==> config.mk <==
export PLATFORM = sky130hd
export DESIGN_NAME = mul_div_unit
export DESIGN_NICKNAME = d
export VERILOG_FILES = /design/src/rtl/mul_div_unit.sv
export SDC_FILE = /design/constraint.sdc
export NUM_CORES = 1
export LEC_CHECK = 0
export ABC_AREA = 1
export BUFFER_PORTS_ARGS = -buffer_cell sky130_fd_sc_hd__buf_2
export CAP_MARGIN = 10
export CORE_MARGIN = 3
export CORE_UTILIZATION = 40
export CTS_BUF_LIST = sky130_fd_sc_hd__clkbuf_2
export CTS_CLUSTER_DIAMETER = 60
export DETAILED_ROUTE_END_ITERATION = 7
export GPL_TIMING_DRIVEN = 0
export SYNTH_ARGS = -nofsm -noshare
export SYNTH_HDL_FRONTEND = slang
export SYNTH_SLANG_ARGS = --single-unit
export TNS_END_PERCENT = 30
==> constraint.sdc <==
create_clock -name clk -period 11.8 [get_ports clk]
set_input_delay 1.77 -clock clk [delete_from_list [all_inputs] [get_ports clk]]
set_output_delay 1.77 -clock clk [all_outputs]
set_load 0.03 [all_outputs]
==> src/rtl/mul_div_unit.sv <==
// Sequential signed multiply/divide unit feeding the ZHigh/ZLow result registers.
// MUL uses radix-2 Booth, DIV uses restoring division on magnitudes plus a sign-fix step.
// Results are presented as {z_high, z_low} with a one-cycle done pulse.
module mul_div_unit #(
  parameter int unsigned WIDTH = 32
) (
  input  logic             clk,
  input  logic             reset,
  input  logic             start,
  input  logic             op,
  input  logic [WIDTH-1:0] a_in,
  input  logic [WIDTH-1:0] b_in,
  output logic             busy,
  output logic             done,
  output logic [WIDTH-1:0] z_high,
  output logic [WIDTH-1:0] z_low,
  output logic             div_by_zero
);

  localparam int unsigned CntW = $clog2(WIDTH + 1);

  typedef enum logic [1:0] {StIdle, StRun, StFix, StDone} state_e;

  state_e             state_q, state_d;
  logic [CntW-1:0]    cnt_q, cnt_d;
  // acc: Booth accumulator / partial remainder; mq: multiplier / dividend-quotient
  logic [WIDTH:0]     acc_q, acc_d;
  logic [WIDTH-1:0]   mq_q, mq_d;
  logic               qm1_q, qm1_d;
  // m: sign-extended multiplicand (MUL) or divisor magnitude (DIV)
  logic [WIDTH:0]     m_q, m_d;
  logic               op_q, op_d;
  logic               qneg_q, qneg_d;
  logic               aneg_q, aneg_d;
  logic               dbz_pend_q, dbz_pend_d;
  logic [WIDTH-1:0]   z_high_q, z_high_d;
  logic [WIDTH-1:0]   z_low_q, z_low_d;
  logic               dbz_q, dbz_d;
  logic               done_q, done_d;

  logic [WIDTH:0]     booth_sum;
  logic [WIDTH:0]     div_shift;
  logic [WIDTH:0]     div_diff;
  logic               div_ge;
  logic [WIDTH-1:0]   abs_a;
  logic [WIDTH:0]     b_ext;
  logic [WIDTH:0]     abs_b;
  logic [WIDTH-1:0]   rem_mag;

  // Operand magnitudes; the W-bit unsigned dividend magnitude still holds 2^(W-1)
  assign abs_a   = a_in[WIDTH-1] ? -a_in : a_in;
  assign b_ext   = {b_in[WIDTH-1], b_in};
  assign abs_b   = b_in[WIDTH-1] ? -b_ext : b_ext;

  // Restoring-division trial subtract on the shifted partial remainder
  assign div_shift = {acc_q[WIDTH-1:0], mq_q[WIDTH-1]};
  assign div_diff  = div_shift - m_q;
  assign div_ge    = (div_shift >= m_q);
  assign rem_mag   = acc_q[WIDTH-1:0];

  // Booth add/subtract selected by the current multiplier bit pair
  always_comb begin
    booth_sum = acc_q;
    case ({mq_q[0], qm1_q})
      2'b01:   booth_sum = acc_q + m_q;
      2'b10:   booth_sum = acc_q - m_q;
      default: booth_sum = acc_q;
    endcase
  end

  // Next-state and datapath control
  always_comb begin
    state_d    = state_q;
    cnt_d      = cnt_q;
    acc_d      = acc_q;
    mq_d       = mq_q;
    qm1_d      = qm1_q;
    m_d        = m_q;
    op_d       = op_q;
    qneg_d     = qneg_q;
    aneg_d     = aneg_q;
    dbz_pend_d = dbz_pend_q;
    z_high_d   = z_high_q;
    z_low_d    = z_low_q;
    dbz_d      = dbz_q;
    done_d     = 1'b0;

    unique case (state_q)
      StIdle: begin
        if (start) begin
          op_d       = op;
          dbz_d      = 1'b0;
          cnt_d      = CntW'(WIDTH);
          qneg_d     = a_in[WIDTH-1] ^ b_in[WIDTH-1];
          aneg_d     = a_in[WIDTH-1];
          dbz_pend_d = 1'b0;
          qm1_d      = 1'b0;
          if (op && (b_in == '0)) begin
            // Divide by zero short-circuits straight to result delivery
            acc_d      = {1'b0, a_in};
            mq_d       = '1;
            dbz_pend_d = 1'b1;
            state_d    = StDone;
          end else if (op) begin
            acc_d   = '0;
            mq_d    = abs_a;
            m_d     = abs_b;
            state_d = StRun;
          end else begin
            acc_d   = '0;
            mq_d    = b_in;
            m_d     = {a_in[WIDTH-1], a_in};
            state_d = StRun;
          end
        end
      end
      StRun: begin
        cnt_d = cnt_q - CntW'(1);
        if (op_q) begin
          acc_d = div_ge ? div_diff : div_shift;
          mq_d  = {mq_q[WIDTH-2:0], div_ge};
        end else begin
          acc_d = {booth_sum[WIDTH], booth_sum[WIDTH:1]};
          mq_d  = {booth_sum[0], mq_q[WIDTH-1:1]};
          qm1_d = mq_q[0];
        end
        if (cnt_q == CntW'(1)) begin
          state_d = op_q ? StFix : StDone;
        end
      end
      StFix: begin
        // Truncating division: quotient sign from xor, remainder follows the dividend
        mq_d    = qneg_q ? -mq_q : mq_q;
        acc_d   = {1'b0, (aneg_q ? -rem_mag : rem_mag)};
        state_d = StDone;
      end
      StDone: begin
        z_high_d = acc_q[WIDTH-1:0];
        z_low_d  = mq_q;
        dbz_d    = dbz_pend_q;
        done_d   = 1'b1;
        state_d  = StIdle;
      end
      default: state_d = StIdle;
    endcase
  end

  // State and datapath registers with asynchronous clear
  always_ff @(posedge clk or posedge reset) begin
    if (reset) begin
      state_q    <= StIdle;
      cnt_q      <= '0;
      acc_q      <= '0;
      mq_q       <= '0;
      qm1_q      <= 1'b0;
      m_q        <= '0;
      op_q       <= 1'b0;
      qneg_q     <= 1'b0;
      aneg_q     <= 1'b0;
      dbz_pend_q <= 1'b0;
      z_high_q   <= '0;
      z_low_q    <= '0;
      dbz_q      <= 1'b0;
      done_q     <= 1'b0;
    end else begin
      state_q    <= state_d;
      cnt_q      <= cnt_d;
      acc_q      <= acc_d;
      mq_q       <= mq_d;
      qm1_q      <= qm1_d;
      m_q        <= m_d;
      op_q       <= op_d;
      qneg_q     <= qneg_d;
      aneg_q     <= aneg_d;
      dbz_pend_q <= dbz_pend_d;
      z_high_q   <= z_high_d;
      z_low_q    <= z_low_d;
      dbz_q      <= dbz_d;
      done_q     <= done_d;
    end
  end

  // Outputs come straight from registers; busy is decoded from the state register only
  assign busy        = (state_q != StIdle);
  assign done        = done_q;
  assign z_high      = z_high_q;
  assign z_low       = z_low_q;
  assign div_by_zero = dbz_q;

endmodule

==> results.json, run 1 <==
{
  "final.setup_skew_ns": 0.0503,
  "htreeDepth": 4,
  "yosysSeqAreaShare": 0.234,
  "drt-initial-drc-count": 2658,
  "final_common_cell": "nand2_1",
  "fillers": 5180,
  "grt_pass1_wl_mm": 136,
  "slew_viol_final": 0,
  "status": "complete, no violations",
  "max-slew-margin-rel": 0.306,
  "cts_setup_buffers": 0,
  "synthCells": 3256,
  "min_period_over_period": 0.405,
  "tightest_slew_ns": 1.04,
  "cts_max_path_buffers": 2,
  "synth-main-ff-cell": "dfrtp_1",
  "critPathRequiredTime_ns": 12.77,
  "port-buffer-count": 132,
  "drtPass1Iterations": 6,
  "synth_mux_area_frac": 0,
  "clkTransAtPathRegs_ns": 0.29,
  "drive_above_1_share": 0.0690,
  "synth-edff-count": 0,
  "final_cell_mix": "nand2_1, inv_1, nor2_1",
  "tns_ns": 0,
  "synth_top_family_by_area": "simple AND/OR/NAND/NOR gates",
  "rows": 79,
  "finalWorstSetupSlack_ns": 7.02,
  "dieWidth_microns": 224,
  "critical_path_arrival_ns": 5.75,
  "cts_buffers": 17,
  "grt_usage": 0.369,
  "cts_resized": 0,
  "cts_sinks": 177,
  "cts_hold_buf": 0,
  "grt_max_degree": 97,
  "place.gp.congestion": 1.02,
  "syn-num-nets": 3403,
  "drc": 0,
  "maxCapViolCount": 0,
  "worst-setup-path-type": "flip-flop to flip-flop",
  "layout_min_cycle_time_ns": 4.78,
  "cts-root-buf": "clkbuf_2",
  "ys_seq_elements": 177,
  "hold_slack_ns": 0.506,
  "setup_viol": 0,
  "first_global_vias": 20800,
  "synth_area_sq_um": 18900,
  "io_pins": 135,
  "vias": 22900,
  "cts_tree": "done",
  "synthAdderAreaFrac": 0.0530,
  "hp-class": "flip-flop to flip-flop",
  "place_ws_ns": 7.17,
  "finalHoldViolations": 0,
  "die_y_microns": 224,
  "syn2layout_area_growth_pct": 9.12,
  "worstPathMaxFanout": 7,
  "clock_latency_ns": 1.03,
  "synth_compound_area_frac": 0.162,
  "routedWlPerCell_microns": 23.4,
  "ant_nets": 0,
  "coreArea_sq_um": 46700,
  "fmax_mhz": 209,
  "grt.overflow.total": 0,
  "layout.nets": 3555,
  "wl_mm": 94.4,
  "rsz0062_at_grt": "false",
  "synth.avg_cell_area_sq_um": 5.82,
  "synth_xor_area_frac": 0.0351,
  "via_per_inst": 5.69,
  "ys_async_sr_fraction": 1.00,
  "synth-simple-area-share": 0.397,
  "end_kind": "flip-flop",
  "yosys_warnings": 0,
  "crit_path_start_kind": "flip-flop",
  "yosysUniqueCellTypes": 54,
  "antenna_found_initial": 4,
  "initial_core_util": 0.406,
  "dpl.hpwl_mm": 77.5,
  "die-area_sq_um": 50000
}
## registers in the layout (all words and copies together) (netlist names)
register / count
acc_q: 33
aneg_q: 1
cnt_q: 6
dbz_pend_q: 1
div_by_zero: 1
done: 1
m_q: 33
mq_q: 32
op_q: 1
qm1_q: 1
qneg_q: 1
state_q: 2
z_high: 32
z_low: 32
## layer usage
metal  part of all wire  up-vias  GRT usage
met2               0.42     1152      0.547
met5            0.00035        -          0
met3              0.082      214     0.0586
met4              0.072        4      0.232
met1               0.43    10800      0.503
li1                   -    10800          -
## final cells by class
cell class | count | area (sq um) | area share
sequential | 177 | 4430 | 0.214
inverter | 480 | 1820 | 0.0879
timing repair buffer | 133 | 688 | 0.0333
multi-input combinational | 2491 | 12200 | 0.592
clock buffer | 17 | 85.1 | 0.00412
antenna | 2 | 5.00 | 0.000242
clock inverter | 14 | 183 | 0.00884
buffer | 108 | 463 | 0.0224
tap | 607 | 759 | 0.0367
## metrics by stage
stage | instances | utilization | cell area [sq um]
6_report | 4029 | 0.443 | 20700
5_1_grt | 4029 | 0.443 | 20700
4_1_cts | 4027 | 0.443 | 20700
3_5_place_dp | 3996 | 0.437 | 20400
3_3_place_gp | 3995 | 0.437 | 20400
2_1_floorplan | 3256 | - | 18900
## synthesized netlist by cell type (14+ instances only)
library cell	count	share of area
nor2_1	338	0.067
clkbuf_1	87	0.017
dfrtp_1	177	0.23
nand2_2	16	0.0053
xnor2_1	20	0.0092
o21ai_0	252	0.067
nand2_1	1026	0.20
ha_1	77	0.051
a21oi_1	185	0.049
nand4_1	59	0.019
inv_1	467	0.093
o22ai_1	19	0.0063
xor2_1	56	0.026
o211ai_1	21	0.0083
nand3_1	230	0.061
nor4_1	14	0.0046
nor3_1	38	0.010
a221oi_1	17	0.0079
## cells by family (layout without fill, tap and decap cells)
kind of cell	Yosys count	after routing
adder cells (fa/ha/maj)	79	79
XOR/XNOR	76	76
AND/OR/NAND/NOR	1781	1781
AO/OA/AOI/OAI	555	555
buffers and inverters	588	752
other	0	2
flip-flops	177	177
## worst paths after layout
kind / cells past startpoint / to / startpoint / slack (ns)
worst max-delay path: 21 / acc_q[24]$_DFFE_PP0P_ / m_q[1]$_DFFE_PP0P_ / 7.02
worst min-delay path: 2 / z_high[20]$_DFFE_PP0P_ / z_high[20]$_DFFE_PP0P_ / 0.51
worst max register to register: 21 / acc_q[24]$_DFFE_PP0P_ / m_q[1]$_DFFE_PP0P_ / 7.02
worst min register to register: 2 / z_high[20]$_DFFE_PP0P_ / z_high[20]$_DFFE_PP0P_ / 0.51
max in group asynchronous: 3 / mq_q[16]$_DFFE_PP0P_ / reset / 10.12
min in group asynchronous: 2 / acc_q[16]$_DFFE_PP0P_ / reset / 0.78
## critical path, stage by stage, from the launching register on
cell and delay, ns:
dfrtp_1 0.43, inv_1 0.18, nand3_1 0.12, nor2_1 0.15, nand4_1 0.14, nor2_1 0.17
nand3_1 0.14, nor3_2 0.36, nand4_1 0.17, nand2_1 0.17, xor2_1 0.42, inv_1 0.09
ha_1 0.39, nand2_1 0.14, nor4_1 0.58, o21ai_0 0.23, nand4_1 0.15, nand3_1 0.17
a21oi_1 0.37, nand2_1 0.09, nand2_1 0.08, nand2_1 0.05
Power of run 1 is not shown: default switching activity piles up to over one toggle a cycle in this logic, so the estimate is an artifact.
==> inputs of run 2 (changes only) <==
clock period = 4.2 ns   (was 11.8 ns; I/O delays follow)
==> run 2 against run 1 <==
Against the previous run:
- global-route usage grew 1.4 points
- die area is the same
- highest routed layer unchanged
- core utilization grew 1.7 points
- critical endpoint unchanged
- flip-flop and latch count is the same
- clock-buffer cell count grew 1
- clock skew grew 0.056 ns
==> results.json, run 2 (synthesized netlist as in run 1, its figures left out) <==
{
  "die_y_microns": 224,
  "r2r_slack_ns": 0.14,
  "port-buffer-count": 132,
  "grt.overflow.total": 0,
  "cp_num_buf_inv": 2,
  "tightest_slew_ns": 1.05,
  "vias": 23500,
  "layout_min_cycle_time_ns": 4.06,
  "cp_common_cell": "nand2_1",
  "layout.nets": 3588,
  "clkTransAtPathRegs_ns": 0.34,
  "fmax_mhz": 246,
  "final_common_cell": "nand2_1",
  "critPathMaxStageDelay_ns": 0.44,
  "die-area_sq_um": 50000,
  "min_period_over_period": 0.968,
  "end_kind": "flip-flop",
  "drt-initial-drc-count": 2670,
  "status": "complete, no violations",
  "final.setup_skew_ns": 0.107,
  "place.gp.congestion": 1.06,
  "grt_max_degree": 46,
  "syn2layout_area_growth_pct": 13.4,
  "crit_path_start_kind": "flip-flop",
  "place_ws_ns": -0.420,
  "io_pins": 135,
  "rows": 79,
  "min_path_cells": 5,
  "drc": 0,
  "reg2reg_depth": 21,
  "setup_viol": 0,
  "ant_nets": 0,
  "max-slew-margin-rel": 0.300,
  "crit_family": "simple AND/OR/NAND/NOR gates",
  "clock_latency_ns": 1.07,
  "grt_usage": 0.383,
  "critPathRequiredTime_ns": 5.18,
  "reg_top3": "acc_q (33), m_q (33)",
  "cts_sinks": 177,
  "wl_mm": 98.4,
  "critical_path_arrival_ns": 5.04,
  "slew_viol_final": 0,
  "hp-class": "primary input to flip-flop",
  "cts_tree": "done",
  "antenna_found_initial": 4,
  "rsz0062_at_grt": "true",
  "final_cell_mix": "nand2_1, inv_1, nor2_1",
  "cts-root-buf": "clkbuf_2",
  "htreeDepth": 4,
  "finalHoldViolations": 0,
  "cts_max_path_buffers": 2,
  "cts_buffers": 17,
  "drive_above_1_share": 0.0964,
  "via_per_inst": 5.77,
  "routedWlPerCell_microns": 24.2,
  "worst-setup-path-type": "flip-flop to flip-flop",
  "grt_pass1_wl_mm": 140,
  "dieWidth_microns": 224,
  "dpl.hpwl_mm": 80.5,
  "final_util": 0.460,
  "drtPass1Iterations": 7,
  "finalWorstSetupSlack_ns": 0.136,
  "first_global_vias": 21300,
  "maxCapViolCount": 0,
  "cp.depth": 21,
  "worstPathMaxFanout": 7,
  "crit_slowest_cell": "dfrtp_1",
  "crit_chain": "inv_1 > nand3_1 > nor2_2 > nand4_1 > nor2_2 > nand3_2 > nor3_4 > nand4_1 > nand2_2 > xor2_4 > inv_1 > ha_4 > nand2_1 > nor4_1 > o21ai_0 > nand4_1 > nand3_1 > a21oi_2 > nand2_1 > nand2_1 > nand2_1",
  "initial_core_util": 0.406,
  "coreArea_sq_um": 46700
}
==> run 2: worst paths after layout <==
check | from | end
min in group asynchronous | reset | z_high[19]$_DFFE_PP0P_
max reg2reg | m_q[0]$_DFFE_PP0P_ | acc_q[24]$_DFFE_PP0P_
min reg2reg | z_low[1]$_DFFE_PP0P_ | z_low[1]$_DFFE_PP0P_
min | b_in[20] | mq_q[20]$_DFFE_PP0P_
max | m_q[0]$_DFFE_PP0P_ | acc_q[24]$_DFFE_PP0P_
max in group asynchronous | reset | m_q[12]$_DFFE_PP0P_
==> run 2: area by class of cell <==
cell class | instances | area [sq um]
fill | 5147 | 25200
multi-input combinational | 2491 | 12700
sequential | 177 | 4430
inverter | 480 | 1810
timing repair buffer | 166 | 1030
tap | 607 | 759
buffer | 108 | 467
clock inverter | 14 | 194
clock buffer | 18 | 90.1
antenna | 4 | 10.0
==> run 2: per-stage QoR <==
| step | std cells | instance area (sq um) | hold WS, ns | TNS [ns] |
|---|---|---|---|---|
| 2_1_floorplan | 3256 | 18900 | 0.455 | 0 |
| 3_3_place_gp | 3995 | 20400 | 0.466 | -2.31 |
| 3_5_place_dp | 3999 | 20400 | 0.472 | -2.47 |
| 4_1_cts | 4056 | 21100 | 0.00356 | -0.0904 |
| 5_1_grt | 4065 | 21500 | 0.0106 | -0.508 |
| 6_report | 4065 | 21500 | 0.0824 | 0 |
==> run 2: per-layer routing <==
| metal | share of wire | track usage |
|---|---|---|
| met1 | 0.40 | 0.498 |
| met2 | 0.44 | 0.603 |
| met3 | 0.089 | 0.0632 |
| met4 | 0.071 | 0.228 |
| met5 | 0.00027 | 0 |
==> run 2: repair_timing <==
item | in CTS | in global routing
hold buffers | 24 | 0
endpoints found under the setup margin | 11 | 21
gates resized for setup | 23 | 90
pin swaps | 3 | 19
hold endpoints to repair | 75 | 0
buffers inserted | 1 | 5
==> run 2: worst min-delay path, cell delays in order <==
cell	delay (ns)
buf_2	0.14
nand2_1	0.06
nand3_1	0.16
nand2_1	0.07
o21ai_0	0.07
Power of run 2 is left out for the same reason.
